$ cat config.mk
export PLATFORM = sky130hd
export DESIGN_NAME = load_store_unit
export DESIGN_NICKNAME = d
export VERILOG_FILES = /design/src/rtl/load_store_unit.sv
export SDC_FILE = /design/constraint.sdc
export NUM_CORES = 1
export LEC_CHECK = 0
export ABC_AREA = 0
export CORE_ASPECT_RATIO = 0.8
export CORE_MARGIN = 4
export CORE_UTILIZATION = 40
export CTS_CLUSTER_DIAMETER = 50
export CTS_CLUSTER_SIZE = 28
export DETAILED_ROUTE_END_ITERATION = 8
export PLACE_DENSITY = 0.78
export SETUP_SLACK_MARGIN = 0.05
export SYNTH_ARGS = -nofsm -noshare
export SYNTH_HDL_FRONTEND = slang
export SYNTH_SLANG_ARGS = --single-unit
$ cat constraint.sdc
create_clock -name clk -period 1.8 [get_ports clk]
set_input_delay 0.45 -clock clk [delete_from_list [all_inputs] [get_ports clk]]
set_output_delay 0.45 -clock clk [all_outputs]
set_load 0.005 [all_outputs]
$ cat src/rtl/load_store_unit.sv
// Load/store unit: decodes a memory instruction, runs one single-beat bus access
// with a timeout, and returns sign/zero-extended load data to the writeback path.
module load_store_unit #(
    parameter int TIMEOUT_CYC = 16
) (
    input  logic        clk,
    input  logic        rst_n,
    input  logic        start,
    input  logic [6:0]  opcode,
    input  logic [2:0]  funct3,
    input  logic [31:0] addr,
    input  logic [31:0] wdata,
    output logic        stall,
    output logic        done,
    output logic        fault,
    output logic [31:0] mem_data,
    output logic        bus_req,
    output logic        bus_we,
    output logic [31:0] bus_addr,
    output logic [3:0]  bus_wstrb,
    output logic [31:0] bus_wdata,
    input  logic        bus_ack,
    input  logic [31:0] bus_rdata
);

    typedef enum logic [1:0] {
        IDLE  = 2'd0,
        REQ   = 2'd1,
        DONE  = 2'd2,
        FAULT = 2'd3
    } state_e;

    localparam logic [6:0] OP_LOAD  = 7'b0000011;
    localparam logic [6:0] OP_STORE = 7'b0100011;
    localparam int CNT_W = (TIMEOUT_CYC > 2) ? $clog2(TIMEOUT_CYC) : 1;
    localparam logic [CNT_W-1:0] CNT_LAST = CNT_W'(TIMEOUT_CYC - 1);
    localparam logic [CNT_W-1:0] CNT_ONE  = CNT_W'(1);

    function automatic logic f3_legal(input logic is_store, input logic [2:0] f3);
        logic ok;
        case (f3)
            3'b000, 3'b001, 3'b010: ok = 1'b1;
            3'b100, 3'b101:         ok = ~is_store;
            default:                ok = 1'b0;
        endcase
        return ok;
    endfunction

    function automatic logic misaligned(input logic [2:0] f3, input logic [1:0] off);
        logic mis;
        case (f3[1:0])
            2'b01:   mis = off[0];
            2'b10:   mis = (off != 2'b00);
            default: mis = 1'b0;
        endcase
        return mis;
    endfunction

    function automatic logic [3:0] calc_wstrb(input logic [2:0] f3, input logic [1:0] off);
        logic [3:0] strb;
        case (f3[1:0])
            2'b00:   strb = 4'b0001 << off;
            2'b01:   strb = 4'b0011 << off;
            2'b10:   strb = 4'b1111;
            default: strb = 4'b0000;
        endcase
        return strb;
    endfunction

    function automatic logic [31:0] calc_wdata(input logic [2:0] f3, input logic [31:0] wd);
        logic [31:0] rep;
        case (f3[1:0])
            2'b00:   rep = {4{wd[7:0]}};
            2'b01:   rep = {2{wd[15:0]}};
            default: rep = wd;
        endcase
        return rep;
    endfunction

    // Lane select by byte offset, then extend according to size and signedness.
    function automatic logic [31:0] load_extend(input logic [31:0] rd, input logic [2:0] f3,
                                                input logic [1:0] off);
        logic [31:0] sh;
        logic [31:0] res;
        sh = rd >> {off, 3'b000};
        case (f3)
            3'b000:  res = {{24{sh[7]}}, sh[7:0]};
            3'b001:  res = {{16{sh[15]}}, sh[15:0]};
            3'b100:  res = {24'h000000, sh[7:0]};
            3'b101:  res = {16'h0000, sh[15:0]};
            default: res = rd;
        endcase
        return res;
    endfunction

    state_e           state_q, state_d;
    logic [CNT_W-1:0] cnt_q, cnt_d;
    logic [31:0]      addr_q, addr_d;
    logic [31:0]      wdata_q, wdata_d;
    logic [3:0]       wstrb_q, wstrb_d;
    logic [2:0]       f3_q, f3_d;
    logic             store_q, store_d;
    logic [31:0]      mem_data_q, mem_data_d;
    logic             is_load_s, is_store_s, mem_op_s;

    assign is_load_s  = (opcode == OP_LOAD);
    assign is_store_s = (opcode == OP_STORE);
    assign mem_op_s   = is_load_s | is_store_s;

    // Next-state and datapath capture for the access FSM.
    always_comb begin
        state_d    = state_q;
        cnt_d      = cnt_q;
        addr_d     = addr_q;
        wdata_d    = wdata_q;
        wstrb_d    = wstrb_q;
        f3_d       = f3_q;
        store_d    = store_q;
        mem_data_d = mem_data_q;
        case (state_q)
            IDLE: begin
                if (start && mem_op_s) begin
                    addr_d  = addr;
                    f3_d    = funct3;
                    store_d = is_store_s;
                    wdata_d = calc_wdata(funct3, wdata);
                    wstrb_d = is_store_s ? calc_wstrb(funct3, addr[1:0]) : 4'b0000;
                    if (f3_legal(is_store_s, funct3) && !misaligned(funct3, addr[1:0])) begin
                        state_d = REQ;
                        cnt_d   = '0;
                    end else begin
                        state_d = FAULT;
                    end
                end else begin
                    state_d = IDLE;
                end
            end
            REQ: begin
                if (bus_ack) begin
                    state_d = DONE;
                    if (!store_q) begin
                        mem_data_d = load_extend(bus_rdata, f3_q, addr_q[1:0]);
                    end else begin
                        mem_data_d = mem_data_q;
                    end
                end else if (cnt_q == CNT_LAST) begin
                    state_d = FAULT;
                end else begin
                    cnt_d = cnt_q + CNT_ONE;
                end
            end
            DONE:    state_d = IDLE;
            FAULT:   state_d = IDLE;
            default: state_d = IDLE;
        endcase
    end

    // State and captured-access registers.
    always_ff @(posedge clk or negedge rst_n) begin
        if (!rst_n) begin
            state_q    <= IDLE;
            cnt_q      <= '0;
            addr_q     <= 32'h0000_0000;
            wdata_q    <= 32'h0000_0000;
            wstrb_q    <= 4'b0000;
            f3_q       <= 3'b000;
            store_q    <= 1'b0;
            mem_data_q <= 32'h0000_0000;
        end else begin
            state_q    <= state_d;
            cnt_q      <= cnt_d;
            addr_q     <= addr_d;
            wdata_q    <= wdata_d;
            wstrb_q    <= wstrb_d;
            f3_q       <= f3_d;
            store_q    <= store_d;
            mem_data_q <= mem_data_d;
        end
    end

    // Bus controls decode straight from the state register, so reset drops them at once.
    assign bus_req   = (state_q == REQ);
    assign bus_we    = bus_req & store_q;
    assign bus_wstrb = bus_req ? wstrb_q : 4'b0000;
    assign bus_addr  = {addr_q[31:2], 2'b00};
    assign bus_wdata = wdata_q;
    assign done      = (state_q == DONE) | (state_q == FAULT);
    assign fault     = (state_q == FAULT);
    assign mem_data  = mem_data_q;
    assign stall     = ((state_q == IDLE) && start && mem_op_s) || (state_q == REQ);

endmodule
# Yosys cells after proc, flatten, opt, wreduce, memory -nomap -nowiden
# Index checks and enable logic that the tools add are counted.
# totals
output_inout_bits	105
latchBits	0
ramBits	0
rom_bits	0
mem_count	0
reg_bits	110
input_bits	110
word_cells	76
# classes
n_eq_ne	20
shifts	3
n_addsub	1
n_lt_le_gt_ge	0
div_mod_pow	0
n_mul	0
muxes	21
n_reduce_logical	18
bitwise_logic	5
# ops
op	n
32-bit one-hot mux with 4 select lines	1
32-bit one-hot mux with 2 select lines	1
32-bit by 5-bit >> shifter with 16-bit output	1
4-bit two-way mux	6
3-bit == test, second input constant	4
4-bit one-hot mux with 3 select lines	1
2-bit two-way mux	4
2-bit inequality test, second input constant	4
4-bit one-hot mux with 2 select lines	1
7-bit by 2-bit == test with 1-bit output, second input constant	1
7-bit by 6-bit == test with 1-bit output, second input constant	1
2-bit == test, second input constant	3
3-bit by 1-bit == test with 1-bit output, second input constant	2
3-bit logical NOT	2
2-bit one-hot mux with 3 select lines	1
5-bit AND reduction	1
4-bit by 1-bit adder with 4-bit output, second input constant	1
2-bit by 1-bit == test with 1-bit output, second input constant	2
4-bit == test, second input constant	1
1-bit logical AND	4
2-bit logical NOT	2
1-bit two-way mux	4
1-bit one-hot mux with 2 select lines	2
2-bit nonzero test	2
other kinds (13)	16

# Longest topological paths before layout
# depth
ltp_word	10
depth_mapped	7
ltp_nobuf	6

# Worst setup path after synthesis
# No wires, ideal clock.
# synth_path
kind	input to output
from	in opcode[3]
to	out stall
t_arrival_ns	1.404
path_buffers	2
slack_ns	-0.054
cell_stages	5
t_required_ns	1.350
path_cell_list	nor4_2 > nand4_2 > buf_2 > buf_2 > nand2_1
# synth_via
elab_chain_len	4
word_cells_on_any_way	5
classes_between	eq/ne: 2; bitwise: 1; reduce/logical: 2
# synth_lines
item	line_no	text
start, declared	9	input logic [6:0] opcode,
7-bit by 2-bit == test with 1-bit output / 7-bit by 6-bit == test with 1-bit output (equally long branches)	106, 107	
1-bit bitwise OR *	108	assign mem_op_s = is_load_s | is_store_s;
1-bit logical AND *	190	assign stall = ((state_q == IDLE) && start && mem_op_s) || (state_q == REQ);
1-bit logical OR *	190	
end, declared	13	output logic stall,
# Every way passes the cells marked *; elsewhere a longest branch is shown, timed or not.

# Worst setup path after layout
# layout_path
from	reg state_q[0]
to	out stall
# layout_via
elab_chain_len	4
word_cells_on_any_way	5
classes_between	eq/ne: 1; reduce/logical: 4
# layout_lines
item	line_no	text
start, declared	96	state_e state_q, state_d;
start signal, assigned	170	state_q <= state_d;
2-bit logical NOT	190	
1-bit logical AND (2 in a row)	190	
1-bit logical OR *	190	
# Marks and branches as above.

==> flow_metrics.env <==
export IMPL_synth_cell_area_mm2=0.00548
export IMPL_fin_skew_ns=0.00483
export IMPL_cts_clk_slew_worst_paths_ns=0.07
export IMPL_irDropWorstVdd_mv=0.710
export IMPL_first_pass_iters=5
export IMPL_synth_seq_cells=110
export IMPL_cp_start_kind="flip-flop"
export IMPL_cts_tree="built"
export IMPL_wl_per_cell_um=18.3
export IMPL_syn2layout_area_growth_pct=54.4
export IMPL_synthTopCellsByArea="dfrtp_1, mux2_2, o21ai_0"
export IMPL_finalNonFillerCells=904
export IMPL_layout_setup_ws_ns=-0.0435
export IMPL_grt_max_degree=76
export IMPL_fillCellCount=1012
export IMPL_htreeDepth=3
export IMPL_path_cells="buf_6, nor3b_2, buf_4, nand4_4, nand2_2, buf_6"
export IMPL_io_pins=215
export IMPL_slowest_delay_ns=0.39
export IMPL_diodes=0
export IMPL_core_area_mm2=0.0131
export IMPL_rows=37
export IMPL_insertion_delay_ns=0.34
export IMPL_grt_pass1_wl_um=26200
export IMPL_vias_per_cell=5.30
export IMPL_track_usage=0.206
export IMPL_wl_um=16600
export IMPL_syn_area_per_cell_um2=10.7
export IMPL_cp_top_family="flip-flops"
export IMPL_cp_end_kind="output pin"
export IMPL_hold_viol=0
export IMPL_status="finished, violations left"
export IMPL_crit_top_cell="buf_6"
export IMPL_finalWorstPathRequiredPeriod_ns=1.84
export IMPL_arrival_ns=1.39
export IMPL_start_util=0.417
export IMPL_drive_above_1_share=0.222
export IMPL_numCtsBuffers=9
export IMPL_period_share=1.02
export IMPL_yosysTopAreaCell="dfrtp_1"
export IMPL_worst_slew_pin_slew_ns=0.519
export IMPL_slew_headroom=0.653
export IMPL_cp_required_ns=1.35
export IMPL_gp_congestion=0.891
export IMPL_num_vias=4791
export IMPL_dp_slack_ns=-0.683
export IMPL_dp_cells=879
export IMPL_cts_root_buf="clkbuf_16"
export IMPL_cp_num_buf_inv=3
export IMPL_die_y_um=113
export IMPL_maxCapViolCount=0
export IMPL_setup_tns_ns=-0.0981
export IMPL_hp_class="input port to async pin"
export IMPL_yosysTopAreaCellShare=0.502
export IMPL_slowest_stage="dfrtp_1"
export IMPL_synthArstFlopShare=1.00
export IMPL_first_global_vias=5043
export IMPL_place_hpwl_um=12200
export IMPL_setup_viol=6
export IMPL_clock_path_buffers=2
export IMPL_final_max_slew_viol_count=0
export IMPL_ys_types=46
export IMPL_crit_fanout=2
export IMPL_antenna_found_initial=0
export IMPL_numPortBuffers=212
export IMPL_overflow=0
export IMPL_power_per_cell_area_mw_per_mm2=882
export IMPL_syn_inst=514
export IMPL_synth_most_common_cell="dfrtp_1"
export IMPL_seq_area_frac_synth=0.502
export IMPL_cts_sinks=110
export IMPL_clock_fmax_mhz=542
export IMPL_crit_type="flip-flop to output pin"
export IMPL_die_area_mm2=0.0157
export IMPL_layout_nets=838
export IMPL_synth_edf_count=0
export IMPL_drt_iter0_markers=218
export IMPL_yosysWarnings=0
export IMPL_synth_ff_type="dfrtp_1"
export IMPL_die_w_um=139
export IMPL_rsz0062_at_grt="true"
export IMPL_p_leak_nw=3.80
export IMPL_yosys_top_cells_count="dfrtp_1, nand2_1, o21ai_0"
export IMPL_ant_nets=0
export IMPL_violations="negative setup slack"
export IMPL_drc=0
[sequential cells by signal, indices dropped and copies added (netlist names)]
signal,count
bus_wdata,32
wstrb_q,4
f3_q,3
state_q,2
cnt_q,4
addr_q,32
store_q,1
mem_data,32
[cell families (layout without fill, tap and decap cells)]
logic type | after synthesis | count (layout) | synth area share
AO/OA/AOI/OAI | 145 | 145 | 0.173
XOR/XNOR | 2 | 2 | 0.00319
adder cells (fa/ha/maj) | 4 | 4 | 0.00913
buffers and inverters | 73 | 287 | 0.0787
flip-flops | 110 | 110 | 0.502
multiplexers | 61 | 61 | 0.125
other | 1 | 2 | 0.000684
AND/OR/NAND/NOR | 118 | 118 | 0.108
[routing by layer]
layer | vias up | GRT usage | part of all wire | wire length (µm)
met2 | 234 | 0.350 | 0.49 | 8070
met1 | 2337 | 0.238 | 0.38 | 6360
met4 | 0 | 0.0463 | 0.012 | 191
li1 | 2203 | - | - | -
met5 | - | 0 | 0 | 0
met3 | 17 | 0.0989 | 0.12 | 1940
[report_power, final]
part           switching (mW)  leakage, nW  internal, mW  total (mW)
registers               0.284         1.43          2.91        3.20
logic                   0.899         2.22          1.45        2.34
clock network           0.876        0.142          1.05        1.93
total                    2.06         3.80          5.41        7.47
[per-stage QoR]
step / util / area, µm² / hold WS, ns / total power [mW]
finish: 0.644 / 8470 / 0.474 / 7.47
global route: 0.644 / 8470 / 0.472 / 7.89
CTS: 0.628 / 8250 / 0.463 / 7.45
detailed placement: 0.599 / 7870 / 0.288 / 5.48
global placement: 0.599 / 7870 / 0.287 / 5.41
floorplan: - / 5510 / 0.154 / 4.11
[final cells by class]
cell class	instances	area, µm²	share of cell area
Clock buffer	13	270	0.0319
Clock inverter	3	17.5	0.00207
Inverter	4	20.0	0.00236
Multi-Input combinational cell	332	2480	0.293
Sequential cell	110	2750	0.325
Tap cell	175	219	0.0259
Timing Repair Buffer	267	2710	0.319
[layout by cell type (no fill, tap or decap), types with 9 or more instances in the layout]
cell               n
buf_4             37
clkbuf_16         11
nand3b_1           9
dfrtp_1          110
o21ai_0           51
o22ai_2           11
mux2i_1           18
nor2_1            24
clkdlybuf4s50_1  187
nand2_1           56
buf_6             17
a21oi_1           33
mux2_2            41
[final timing paths]
| kind | depth (start not counted) | slack [ns] | endpoint | start |
|---|---|---|---|---|
| hold reg to reg | 2 | 0.49 | wstrb_q[0] | wstrb_q[0] |
| setup reg to reg | 8 | 0.04 | mem_data[24] | state_q[1] |
| hold / removal | 2 | 0.47 | state_q[1] | rst_n |
| setup / recovery | 6 | -0.04 | stall | state_q[0] |
| max in group asynchronous | 3 | 0.79 | mem_data[18] | rst_n |
| min in group clk | 2 | 0.49 | wstrb_q[0] | wstrb_q[0] |
[repair_timing]
| item | 4_1_cts | 5_1_grt |
|---|---|---|
| endpoints found under the hold margin | 5 | 0 |
| gates cloned | 0 | 2 |
| hold buffers | 1 | 0 |
| resized for setup | 63 | 38 |
| buffers inserted | 4 | 2 |
| endpoints found under the setup margin | 93 | 100 |
| pin swaps | 9 | 2 |
[worst reg2reg max path, cell delays in order, from the launching register on]
cell and delay (ns):
dfrtp_1 0.40, buf_6 0.13, nand2b_4 0.15, inv_6 0.08
buf_6 0.11, nand3b_4 0.09, or3_4 0.39, clkbuf_16 0.19
o22ai_2 0.15
No activity file was read; power rests on OpenSTA's default activity.
